`config.mk`:
```
export PLATFORM = sky130hd
export DESIGN_NAME = fic0_apb_arbiter_flat
export DESIGN_NICKNAME = d
export VERILOG_FILES = /design/src/rtl/fic0_apb_arbiter_if.sv /design/src/rtl/fic0_apb_arbiter.sv /design/src/flat_wrapper.sv
export SDC_FILE = /design/constraint.sdc
export NUM_CORES = 1
export LEC_CHECK = 0
export BUFFER_PORTS_ARGS = -buffer_cell sky130_fd_sc_hd__buf_4
export CAP_MARGIN = 20
export CORE_AREA = 4 4 116 118
export DETAILED_ROUTE_END_ITERATION = 6
export DIE_AREA = 0 0 120 122
export GPL_ROUTABILITY_DRIVEN = 1
export PLACE_DENSITY = 0.71
export SYNTH_ARGS = -nofsm -noshare
export SYNTH_HDL_FRONTEND = slang
export SYNTH_SLANG_ARGS = --single-unit
```
`constraint.sdc`:
```
create_clock -name CLK -period 6.5 [get_ports CLK]
set_input_delay 1.3 -clock CLK [delete_from_list [all_inputs] [get_ports CLK]]
set_output_delay 1.3 -clock CLK [all_outputs]
set_load 0.02 [all_outputs]
```
`src/rtl/fic0_apb_arbiter_if.sv`:
```
// Bus bundle for the FIC_0 APB arbiter: two requester ports (M0, M1) and one downstream slave port.
// The slave modport is the arbiter's view; the master modport is the view of the requesters and slave model.
interface fic0_apb_arbiter_if #(
    parameter int ADDR_WIDTH = 32,
    parameter int DATA_WIDTH = 32
);
    logic [ADDR_WIDTH-1:0] M0_PADDR;
    logic                  M0_PSEL;
    logic                  M0_PENABLE;
    logic                  M0_PWRITE;
    logic [DATA_WIDTH-1:0] M0_PWDATA;
    logic [DATA_WIDTH-1:0] M0_PRDATA;
    logic                  M0_PREADY;
    logic                  M0_PSLVERR;

    logic [ADDR_WIDTH-1:0] M1_PADDR;
    logic                  M1_PSEL;
    logic                  M1_PENABLE;
    logic                  M1_PWRITE;
    logic [DATA_WIDTH-1:0] M1_PWDATA;
    logic [DATA_WIDTH-1:0] M1_PRDATA;
    logic                  M1_PREADY;
    logic                  M1_PSLVERR;

    logic [ADDR_WIDTH-1:0] S_PADDR;
    logic                  S_PSEL;
    logic                  S_PENABLE;
    logic                  S_PWRITE;
    logic [DATA_WIDTH-1:0] S_PWDATA;
    logic [DATA_WIDTH-1:0] S_PRDATA;
    logic                  S_PREADY;
    logic                  S_PSLVERR;

    modport slave (
        input  M0_PADDR, M0_PSEL, M0_PENABLE, M0_PWRITE, M0_PWDATA,
        output M0_PRDATA, M0_PREADY, M0_PSLVERR,
        input  M1_PADDR, M1_PSEL, M1_PENABLE, M1_PWRITE, M1_PWDATA,
        output M1_PRDATA, M1_PREADY, M1_PSLVERR,
        output S_PADDR, S_PSEL, S_PENABLE, S_PWRITE, S_PWDATA,
        input  S_PRDATA, S_PREADY, S_PSLVERR
    );

    modport master (
        output M0_PADDR, M0_PSEL, M0_PENABLE, M0_PWRITE, M0_PWDATA,
        input  M0_PRDATA, M0_PREADY, M0_PSLVERR,
        output M1_PADDR, M1_PSEL, M1_PENABLE, M1_PWRITE, M1_PWDATA,
        input  M1_PRDATA, M1_PREADY, M1_PSLVERR,
        input  S_PADDR, S_PSEL, S_PENABLE, S_PWRITE, S_PWDATA,
        output S_PRDATA, S_PREADY, S_PSLVERR
    );
endinterface

```
`src/rtl/fic0_apb_arbiter.sv`:
```
// Two-master, one-slave APB arbiter for the FIC_0 fabric side: round-robin per transfer,
// grant held for the whole transfer, optional timeout abort of slaves that never assert PREADY.
module fic0_apb_arbiter #(
    parameter int ADDR_WIDTH     = 32,
    parameter int DATA_WIDTH     = 32,
    parameter int TIMEOUT_CYCLES = 256
) (
    input  logic                    CLK,
    input  logic                    RESET,
    fic0_apb_arbiter_if.slave       bus,
    output logic [1:0]              GRANT,
    output logic                    TIMEOUT_ERR
);
    localparam logic [1:0] IDLE   = 2'd0;
    localparam logic [1:0] SETUP  = 2'd1;
    localparam logic [1:0] ACCESS = 2'd2;
    localparam logic [1:0] ABORT  = 2'd3;

    localparam bit TIMEOUT_EN = (TIMEOUT_CYCLES > 0);
    localparam int CNT_W      = (TIMEOUT_CYCLES > 1) ? $clog2(TIMEOUT_CYCLES) : 1;
    localparam int LAST_WAIT  = (TIMEOUT_CYCLES > 0) ? TIMEOUT_CYCLES - 1 : 0;
    localparam logic [CNT_W-1:0] LAST_WAIT_C = CNT_W'(LAST_WAIT);

    logic [1:0]            state_q, state_d;
    logic                  lastGrant_q, lastGrant_d;
    logic [1:0]            grant_q, grant_d;
    logic [ADDR_WIDTH-1:0] addr_q, addr_d;
    logic                  write_q, write_d;
    logic [DATA_WIDTH-1:0] wdata_q, wdata_d;
    logic [CNT_W-1:0]      waitCnt_q, waitCnt_d;

    logic                  pick1;
    logic                  timeoutHit;
    logic                  inAccess;
    logic                  inAbort;
    logic                  slaveDone;
    logic                  respValid;
    logic                  respErr;
    logic [DATA_WIDTH-1:0] respData;
    logic                  live0;
    logic                  live1;

    // lastGrant_q: 0 = M0 was served last, 1 = M1; on contention the other one wins.
    assign pick1      = bus.M1_PSEL && (!bus.M0_PSEL || !lastGrant_q);
    assign timeoutHit = TIMEOUT_EN && (waitCnt_q == LAST_WAIT_C);

    always_comb begin
        state_d     = state_q;
        lastGrant_d = lastGrant_q;
        grant_d     = grant_q;
        addr_d      = addr_q;
        write_d     = write_q;
        wdata_d     = wdata_q;
        waitCnt_d   = waitCnt_q;
        case (state_q)
            IDLE: begin
                if (bus.M0_PSEL || bus.M1_PSEL) begin
                    grant_d     = pick1 ? 2'b10 : 2'b01;
                    lastGrant_d = pick1;
                    addr_d      = pick1 ? bus.M1_PADDR  : bus.M0_PADDR;
                    write_d     = pick1 ? bus.M1_PWRITE : bus.M0_PWRITE;
                    wdata_d     = pick1 ? bus.M1_PWDATA : bus.M0_PWDATA;
                    waitCnt_d   = '0;
                    state_d     = SETUP;
                end
            end
            SETUP: begin
                state_d = ACCESS;
            end
            ACCESS: begin
                // A PREADY arriving on the last allowed cycle still counts as a normal completion.
                if (bus.S_PREADY) begin
                    state_d = IDLE;
                    grant_d = '0;
                end else if (timeoutHit) begin
                    state_d = ABORT;
                end else begin
                    waitCnt_d = waitCnt_q + CNT_W'(1);
                end
            end
            ABORT: begin
                state_d = IDLE;
                grant_d = '0;
            end
            default: begin
                state_d = IDLE;
                grant_d = '0;
            end
        endcase
    end

    always_ff @(posedge CLK or posedge RESET) begin
        if (RESET) begin
            state_q     <= IDLE;
            lastGrant_q <= 1'b1;
            grant_q     <= '0;
            addr_q      <= '0;
            write_q     <= 1'b0;
            wdata_q     <= '0;
            waitCnt_q   <= '0;
        end else begin
            state_q     <= state_d;
            lastGrant_q <= lastGrant_d;
            grant_q     <= grant_d;
            addr_q      <= addr_d;
            write_q     <= write_d;
            wdata_q     <= wdata_d;
            waitCnt_q   <= waitCnt_d;
        end
    end

    assign inAccess  = (state_q == ACCESS);
    assign inAbort   = (state_q == ABORT);
    assign slaveDone = inAccess && bus.S_PREADY;
    assign respValid = slaveDone || inAbort;
    assign respErr   = inAbort || (slaveDone && bus.S_PSLVERR);
    assign respData  = slaveDone ? bus.S_PRDATA : '0;

    // A requester that has already left its access phase gets nothing back; the result is dropped.
    assign live0 = grant_q[0] && bus.M0_PSEL && bus.M0_PENABLE;
    assign live1 = grant_q[1] && bus.M1_PSEL && bus.M1_PENABLE;

    assign bus.M0_PREADY  = respValid && live0;
    assign bus.M0_PSLVERR = respErr && live0;
    assign bus.M0_PRDATA  = live0 ? respData : '0;
    assign bus.M1_PREADY  = respValid && live1;
    assign bus.M1_PSLVERR = respErr && live1;
    assign bus.M1_PRDATA  = live1 ? respData : '0;

    assign bus.S_PSEL    = (state_q == SETUP) || inAccess;
    assign bus.S_PENABLE = inAccess;
    assign bus.S_PADDR   = addr_q;
    assign bus.S_PWRITE  = write_q;
    assign bus.S_PWDATA  = wdata_q;

    assign GRANT       = grant_q;
    assign TIMEOUT_ERR = inAbort;
endmodule

```
`src/flat_wrapper.sv`:
```
// flat-port wrapper written by rule: the top's interface ports become plain ports
module fic0_apb_arbiter_flat 
#(
    parameter int ADDR_WIDTH     = 32,
    parameter int DATA_WIDTH     = 32,
    parameter int TIMEOUT_CYCLES = 256
)
  (CLK, RESET, GRANT, TIMEOUT_ERR, bus_M0_PADDR, bus_M0_PSEL, bus_M0_PENABLE, bus_M0_PWRITE, bus_M0_PWDATA, bus_M0_PRDATA, bus_M0_PREADY, bus_M0_PSLVERR, bus_M1_PADDR, bus_M1_PSEL, bus_M1_PENABLE, bus_M1_PWRITE, bus_M1_PWDATA, bus_M1_PRDATA, bus_M1_PREADY, bus_M1_PSLVERR, bus_S_PADDR, bus_S_PSEL, bus_S_PENABLE, bus_S_PWRITE, bus_S_PWDATA, bus_S_PRDATA, bus_S_PREADY, bus_S_PSLVERR);
  fic0_apb_arbiter_if #(.ADDR_WIDTH(ADDR_WIDTH), .DATA_WIDTH(DATA_WIDTH)) bus_i ();
  input  logic CLK;
  input  logic RESET;
  output logic [1:0] GRANT;
  output logic TIMEOUT_ERR;
  input wire logic [$bits(bus_i.M0_PADDR)-1:0] bus_M0_PADDR;
  input wire logic [$bits(bus_i.M0_PSEL)-1:0] bus_M0_PSEL;
  input wire logic [$bits(bus_i.M0_PENABLE)-1:0] bus_M0_PENABLE;
  input wire logic [$bits(bus_i.M0_PWRITE)-1:0] bus_M0_PWRITE;
  input wire logic [$bits(bus_i.M0_PWDATA)-1:0] bus_M0_PWDATA;
  output wire logic [$bits(bus_i.M0_PRDATA)-1:0] bus_M0_PRDATA;
  output wire logic [$bits(bus_i.M0_PREADY)-1:0] bus_M0_PREADY;
  output wire logic [$bits(bus_i.M0_PSLVERR)-1:0] bus_M0_PSLVERR;
  input wire logic [$bits(bus_i.M1_PADDR)-1:0] bus_M1_PADDR;
  input wire logic [$bits(bus_i.M1_PSEL)-1:0] bus_M1_PSEL;
  input wire logic [$bits(bus_i.M1_PENABLE)-1:0] bus_M1_PENABLE;
  input wire logic [$bits(bus_i.M1_PWRITE)-1:0] bus_M1_PWRITE;
  input wire logic [$bits(bus_i.M1_PWDATA)-1:0] bus_M1_PWDATA;
  output wire logic [$bits(bus_i.M1_PRDATA)-1:0] bus_M1_PRDATA;
  output wire logic [$bits(bus_i.M1_PREADY)-1:0] bus_M1_PREADY;
  output wire logic [$bits(bus_i.M1_PSLVERR)-1:0] bus_M1_PSLVERR;
  output wire logic [$bits(bus_i.S_PADDR)-1:0] bus_S_PADDR;
  output wire logic [$bits(bus_i.S_PSEL)-1:0] bus_S_PSEL;
  output wire logic [$bits(bus_i.S_PENABLE)-1:0] bus_S_PENABLE;
  output wire logic [$bits(bus_i.S_PWRITE)-1:0] bus_S_PWRITE;
  output wire logic [$bits(bus_i.S_PWDATA)-1:0] bus_S_PWDATA;
  input wire logic [$bits(bus_i.S_PRDATA)-1:0] bus_S_PRDATA;
  input wire logic [$bits(bus_i.S_PREADY)-1:0] bus_S_PREADY;
  input wire logic [$bits(bus_i.S_PSLVERR)-1:0] bus_S_PSLVERR;
  assign bus_i.M0_PADDR = bus_M0_PADDR;
  assign bus_i.M0_PSEL = bus_M0_PSEL;
  assign bus_i.M0_PENABLE = bus_M0_PENABLE;
  assign bus_i.M0_PWRITE = bus_M0_PWRITE;
  assign bus_i.M0_PWDATA = bus_M0_PWDATA;
  assign bus_M0_PRDATA = bus_i.M0_PRDATA;
  assign bus_M0_PREADY = bus_i.M0_PREADY;
  assign bus_M0_PSLVERR = bus_i.M0_PSLVERR;
  assign bus_i.M1_PADDR = bus_M1_PADDR;
  assign bus_i.M1_PSEL = bus_M1_PSEL;
  assign bus_i.M1_PENABLE = bus_M1_PENABLE;
  assign bus_i.M1_PWRITE = bus_M1_PWRITE;
  assign bus_i.M1_PWDATA = bus_M1_PWDATA;
  assign bus_M1_PRDATA = bus_i.M1_PRDATA;
  assign bus_M1_PREADY = bus_i.M1_PREADY;
  assign bus_M1_PSLVERR = bus_i.M1_PSLVERR;
  assign bus_S_PADDR = bus_i.S_PADDR;
  assign bus_S_PSEL = bus_i.S_PSEL;
  assign bus_S_PENABLE = bus_i.S_PENABLE;
  assign bus_S_PWRITE = bus_i.S_PWRITE;
  assign bus_S_PWDATA = bus_i.S_PWDATA;
  assign bus_i.S_PRDATA = bus_S_PRDATA;
  assign bus_i.S_PREADY = bus_S_PREADY;
  assign bus_i.S_PSLVERR = bus_S_PSLVERR;
  fic0_apb_arbiter #(.ADDR_WIDTH(ADDR_WIDTH), .DATA_WIDTH(DATA_WIDTH), .TIMEOUT_CYCLES(TIMEOUT_CYCLES)) u_core (.CLK(CLK), .RESET(RESET), .bus(bus_i), .GRANT(GRANT), .TIMEOUT_ERR(TIMEOUT_ERR));
endmodule
```
# Word-level counts from Yosys, hierarchy flattened
# Cells that the tools add are included.
# op_classes
n_addsub	1
mul	0
div	0
magnitude_cmp	0
n_eq_ne	9
shift	0
mux	18
bitwise_logic	0
n_reduce_logical	25
# ops
cell	count
32-bit 2-to-1 mux	5
8-bit 2-to-1 mux	3
8-bit case mux with 2 select lines	1
2-bit 2-to-1 mux	6
1-bit logical AND	11
8-bit by 1-bit adder with 8-bit output (second input constant)	1
8-bit == test (second input constant)	1
2-bit case mux with 4 select lines	1
2-bit inequality test (second input constant)	3
2-bit case mux with 3 select lines	1
1-bit logical OR	5
2-bit == test (second input constant)	2
2-bit AND reduction	2
4-bit AND reduction	1
3-bit by 2-bit inequality test with 1-bit output (second input constant)	1
3-bit AND reduction	1
3-bit nonzero test	1
2-bit by 1-bit == test with 1-bit output (second input constant)	1
1-bit zero test	2
2-bit zero test	1
2-bit by 1-bit inequality test with 1-bit output (second input constant)	1
2-bit nonzero test	1
1-bit 2-to-1 mux	1
# word_totals
register_bits	78
latch_bits	0
ram_bits	0
rom_bits	0
inputBits	170
out_inout_bits	138
elab_cells	60
memories	0

# Logic depth before layout (Yosys ltp)
# logic_depth
word_depth	6
mapped_depth	7
depth_no_buf	6

# Worst setup path before layout
# OpenSTA, ideal clock, no wires.
# synth_path
path_type	input to output
startpoint	input port bus_S_PREADY
endpoint	output port bus_M1_PRDATA[23]
arrival_time_ps	2287
required_time_ps	5200
path_slack_ps	2913
path_stages	5
n_path_buf	2
path_cell_list	and2_1 > clkbuf_1 > clkbuf_1 > nand2_1 > nor2_1
# synth_between
elab_chain_len	3
# synth_lines
element	line	source
start, declared	flat_wrapper.sv:36	input wire logic [$bits(bus_i.S_PREADY)-1:0] bus_S_PREADY;
1-bit logical AND	fic0_apb_arbiter.sv:114	assign slaveDone = inAccess && bus.S_PREADY;
32-bit 2-to-1 mux	fic0_apb_arbiter.sv:117	assign respData = slaveDone ? bus.S_PRDATA : '0;
32-bit 2-to-1 mux	fic0_apb_arbiter.sv:128	assign bus.M1_PRDATA = live1 ? respData : '0;
end, declared	flat_wrapper.sv:27	output wire logic [$bits(bus_i.M1_PRDATA)-1:0] bus_M1_PRDATA;
# No other way between the ends.

# Final worst setup path
# layout_path
startpoint	input port bus_M1_PSEL
endpoint	output port bus_M1_PRDATA[15]
# layout_between
elab_chain_len	3
# layout_lines
element	line	source
start, declared	flat_wrapper.sv:23	input wire logic [$bits(bus_i.M1_PSEL)-1:0] bus_M1_PSEL;
1-bit logical AND (2 in a row)	fic0_apb_arbiter.sv:121	assign live1 = grant_q[1] && bus.M1_PSEL && bus.M1_PENABLE;
32-bit 2-to-1 mux	fic0_apb_arbiter.sv:128	
# No other way between the ends.

==> flow_summary_export.csv <==
group,metric,value,unit
yosys,synth_area,4230,µm²
final_layout,diodes,0,
final_layout,final_common_cell,"buf_4",
power,power,0.00273,W
worst_setup_path,cp.arrival,2470,ps
worst_setup_path,worstRegToRegCells,6,
sta,finalSetupViolCount,0,
yosys,syn_nets,659,
yosys,syn_inst,484,
die,start_util,0.340,
yosys,synth.area.top_cells,"dfrtp_1 (46%), mux2i_1 (15%), nand2_1 (8.9%)",
yosys,netlist-cell-type-count,35,
power,powerDensity,388,nW/µm²
clock_network,cts_setup_buffers,0,
place,hpwl,10900,µm
sta,fin_skew,3.65,ps
sta,rsz0062_at_grt,"no",
global_route,grtUsageTotal,0.181,
sta,tns,0,ps
die,core_area,12500,µm²
worst_setup_path,crit_type,"primary input to output pin",
worst_setup_path,r2r-end,"u_core.waitCnt_q[7]",
clock_network,cts_sinks,78,
hold_path,hp-class,"register to register",
global_route,grtUsageMet2,0.313,
sta,fin_hold_ws,479,ps
place,placed_area,6600,µm²
worst_setup_path,r2r-start,"u_core.state_q[0]",
global_route,grt_pass1_vias,4290,
power,p_leak,3.51,nW
die,die_area,14600,µm²
clock_network,ctsLongestPathBuffers,2,
global_route,grt_util_met1,0.229,
power,vdd_ir_drop_max,0.000340,V
global_route,grt-ovfl-total,0,
die,die_w,120,µm
sta,hold_viol_final,0,
yosys,seq_area_frac_synth,0.461,
drt,vias,4391,
yosys,synth_top_area_cell,"dfrtp_1",
worst_setup_path,crit_path_end_kind,"output pin",
global_route,antenna_found_initial,0,
worst_setup_path,critPathLaunchType,"primary input",
place,gp_congestion,0.783,
drt,drt_wl_total,14200,µm
die,ioPinCount,308,
sta,period_share,0.580,
clock_network,cts_buffers,9,
worst_setup_path,required,5200,ps
drt,avgRoutedWirePerCell,14.9,µm
yosys,synth_largest_type_area_fraction,0.455,
final_layout,finalNetCount,948,
final_layout,fin_area,7040,µm²
global_route,busiest_layer,"met2",
global_route,grt_first_pass_wirelength,21600,µm
die,rows,41,
worst_setup_path,critPathMaxFanout,26,
worst_setup_path,ff2ff_setup_slack,4350,ps
clock_network,worst_skew_pair.late_latency,320,ps
yosys,synth_warnings,0,
worst_setup_path,critPathCapture,"bus_M1_PRDATA[15]",
die,die_h,122,µm
place,io_buffer_count,307,
worst_setup_path,crit_start,"bus_M1_PSEL",
sta,slew_violations,0,
sta,relSlewSlack,0.267,
drt,vias_per_cell,4.63,
drt,drt_first_iter_violations,311,
sta,fmax,265,MHz
drt,first_pass_iters,5,
sta,tightest_slew,1100,ps
clock_network,cts-htree-levels,3,
final_layout,area_delta_synth_final,66.3,%
clock_network,clk_pin_slew,60,ps
clock_network,cts_tree,"built",
final_layout,layout-drive-gt1-share,0.432,
drt,ant_nets,0,
clock_network,post_cts_resized,0,
job,drv_cap,0,
status,status,"finished, final reports clean",
global_route,use_met3,0.0483,
sta,min_period,3770,ps
clock_network,holdBufCountCts,0,
place,dp.cells,929,
global_route,grt_max_degree,132,
yosys,avgSynthCellArea,8.75,µm²
final_layout,instances_no_fill,949,
clock_network,clockRootBuffer,"clkbuf_16",
final_layout,layout_common_cells,"buf_4 (310), nand2_1 (100), dfrtp_1 (77), nor2_1 (73), mux2i_1 (65)",
drt,drc,0,
yosys,ys_ff_latch,78,
## routing by layer
metal | vias up | part of all wire
met4 | 0 | 0.010
li1 | 2215 | -
met5 | - | 0
met1 | 2004 | 0.39
met3 | 13 | 0.067
met2 | 159 | 0.53
## cells by family after synthesis
logic type / after synthesis / share of synthesized area
simple gates: 196 / 0.187
compound gates: 97 / 0.129
flops: 78 / 0.461
mux: 66 / 0.156
buf+inv: 42 / 0.0514
fa+ha+maj: 5 / 0.0148
## final cells by class
cell class / instances / area [µm²]
fill: 1143 / 5430
timing repair buffer: 315 / 2460
multi-input combinational: 364 / 2080
sequential: 78 / 1950
clock buffer: 11 / 233
tap: 172 / 215
clock inverter: 4 / 72.6
inverter: 5 / 20.0
## report_power, final
part           leakage (nW)  internal, W  switching (W)
sequential            0.972     0.000709       0.000129
combinational          2.40     0.000580       0.000796
clock                 0.146     0.000334       0.000185
total                  3.51      0.00162        0.00111
## worst max-delay path, cell delays in order
cell and delay [ps]:
buf_4 130, nand3_1 350, buf_16 310, nor2_1 190, buf_4 180
## metrics by stage
| stage | utilization | worst slack (ps) |
|---|---|---|
| floorplan | - | 2910 |
| global placement | 0.529 | 2310 |
| detailed placement | 0.529 | 2220 |
| CTS | 0.554 | 2190 |
| global route | 0.565 | 2610 |
| finish | 0.565 | 2730 |
## synth_stat cells
library cell and n:
nand2_1 100, dfrtp_1 77, nor2_1 73, mux2i_1 65, o21ai_1 37, o21ai_0 36
clkbuf_1 15, buf_2 10, nand3_1 10, a31oi_1 9, a21oi_1 6, ha_1 5
inv_1 5, a41oi_1 4, buf_4 4, buf_6 4, buf_1 2, clkbuf_2 2
nand2b_1 2, nor3_1 2, o31ai_1 2, a211oi_2 1, a21boi_2 1, and2_1 1
and3_1 1, and4_1 1, dfstp_2 1, mux2_2 1, nand2_4 1, nand3b_1 1
nand4_1 1, nor2b_1 1, nor3b_1 1, o211ai_4 1, or3b_1 1
## flip-flops by register name (all words and copies together) (netlist names)
signal	flops
u_core.GRANT	2
u_core.bus.S_PADDR	32
u_core.bus.S_PWDATA	32
u_core.waitCnt_q	8
u_core.state_q	2
u_core.lastGrant_q	1
u_core.bus.S_PWRITE	1
## worst min-delay path by stage
stage	start	to	slack (ps)	cells past startpoint
6_report	u_core.bus.S_PWDATA[1]	u_core.bus.S_PWDATA[1]	480	2
3_3_place_gp	u_core.bus.S_PADDR[21]	u_core.bus.S_PADDR[21]	470	2
2_1_floorplan	u_core.waitCnt_q[7]	u_core.waitCnt_q[7]	470	1
3_5_place_dp	u_core.bus.S_PADDR[22]	u_core.bus.S_PADDR[22]	470	2
4_1_cts	u_core.bus.S_PADDR[22]	u_core.bus.S_PADDR[22]	480	2
5_1_grt	u_core.bus.S_PWDATA[1]	u_core.bus.S_PWDATA[1]	510	2
No activity file was read; power rests on OpenSTA's default activity.
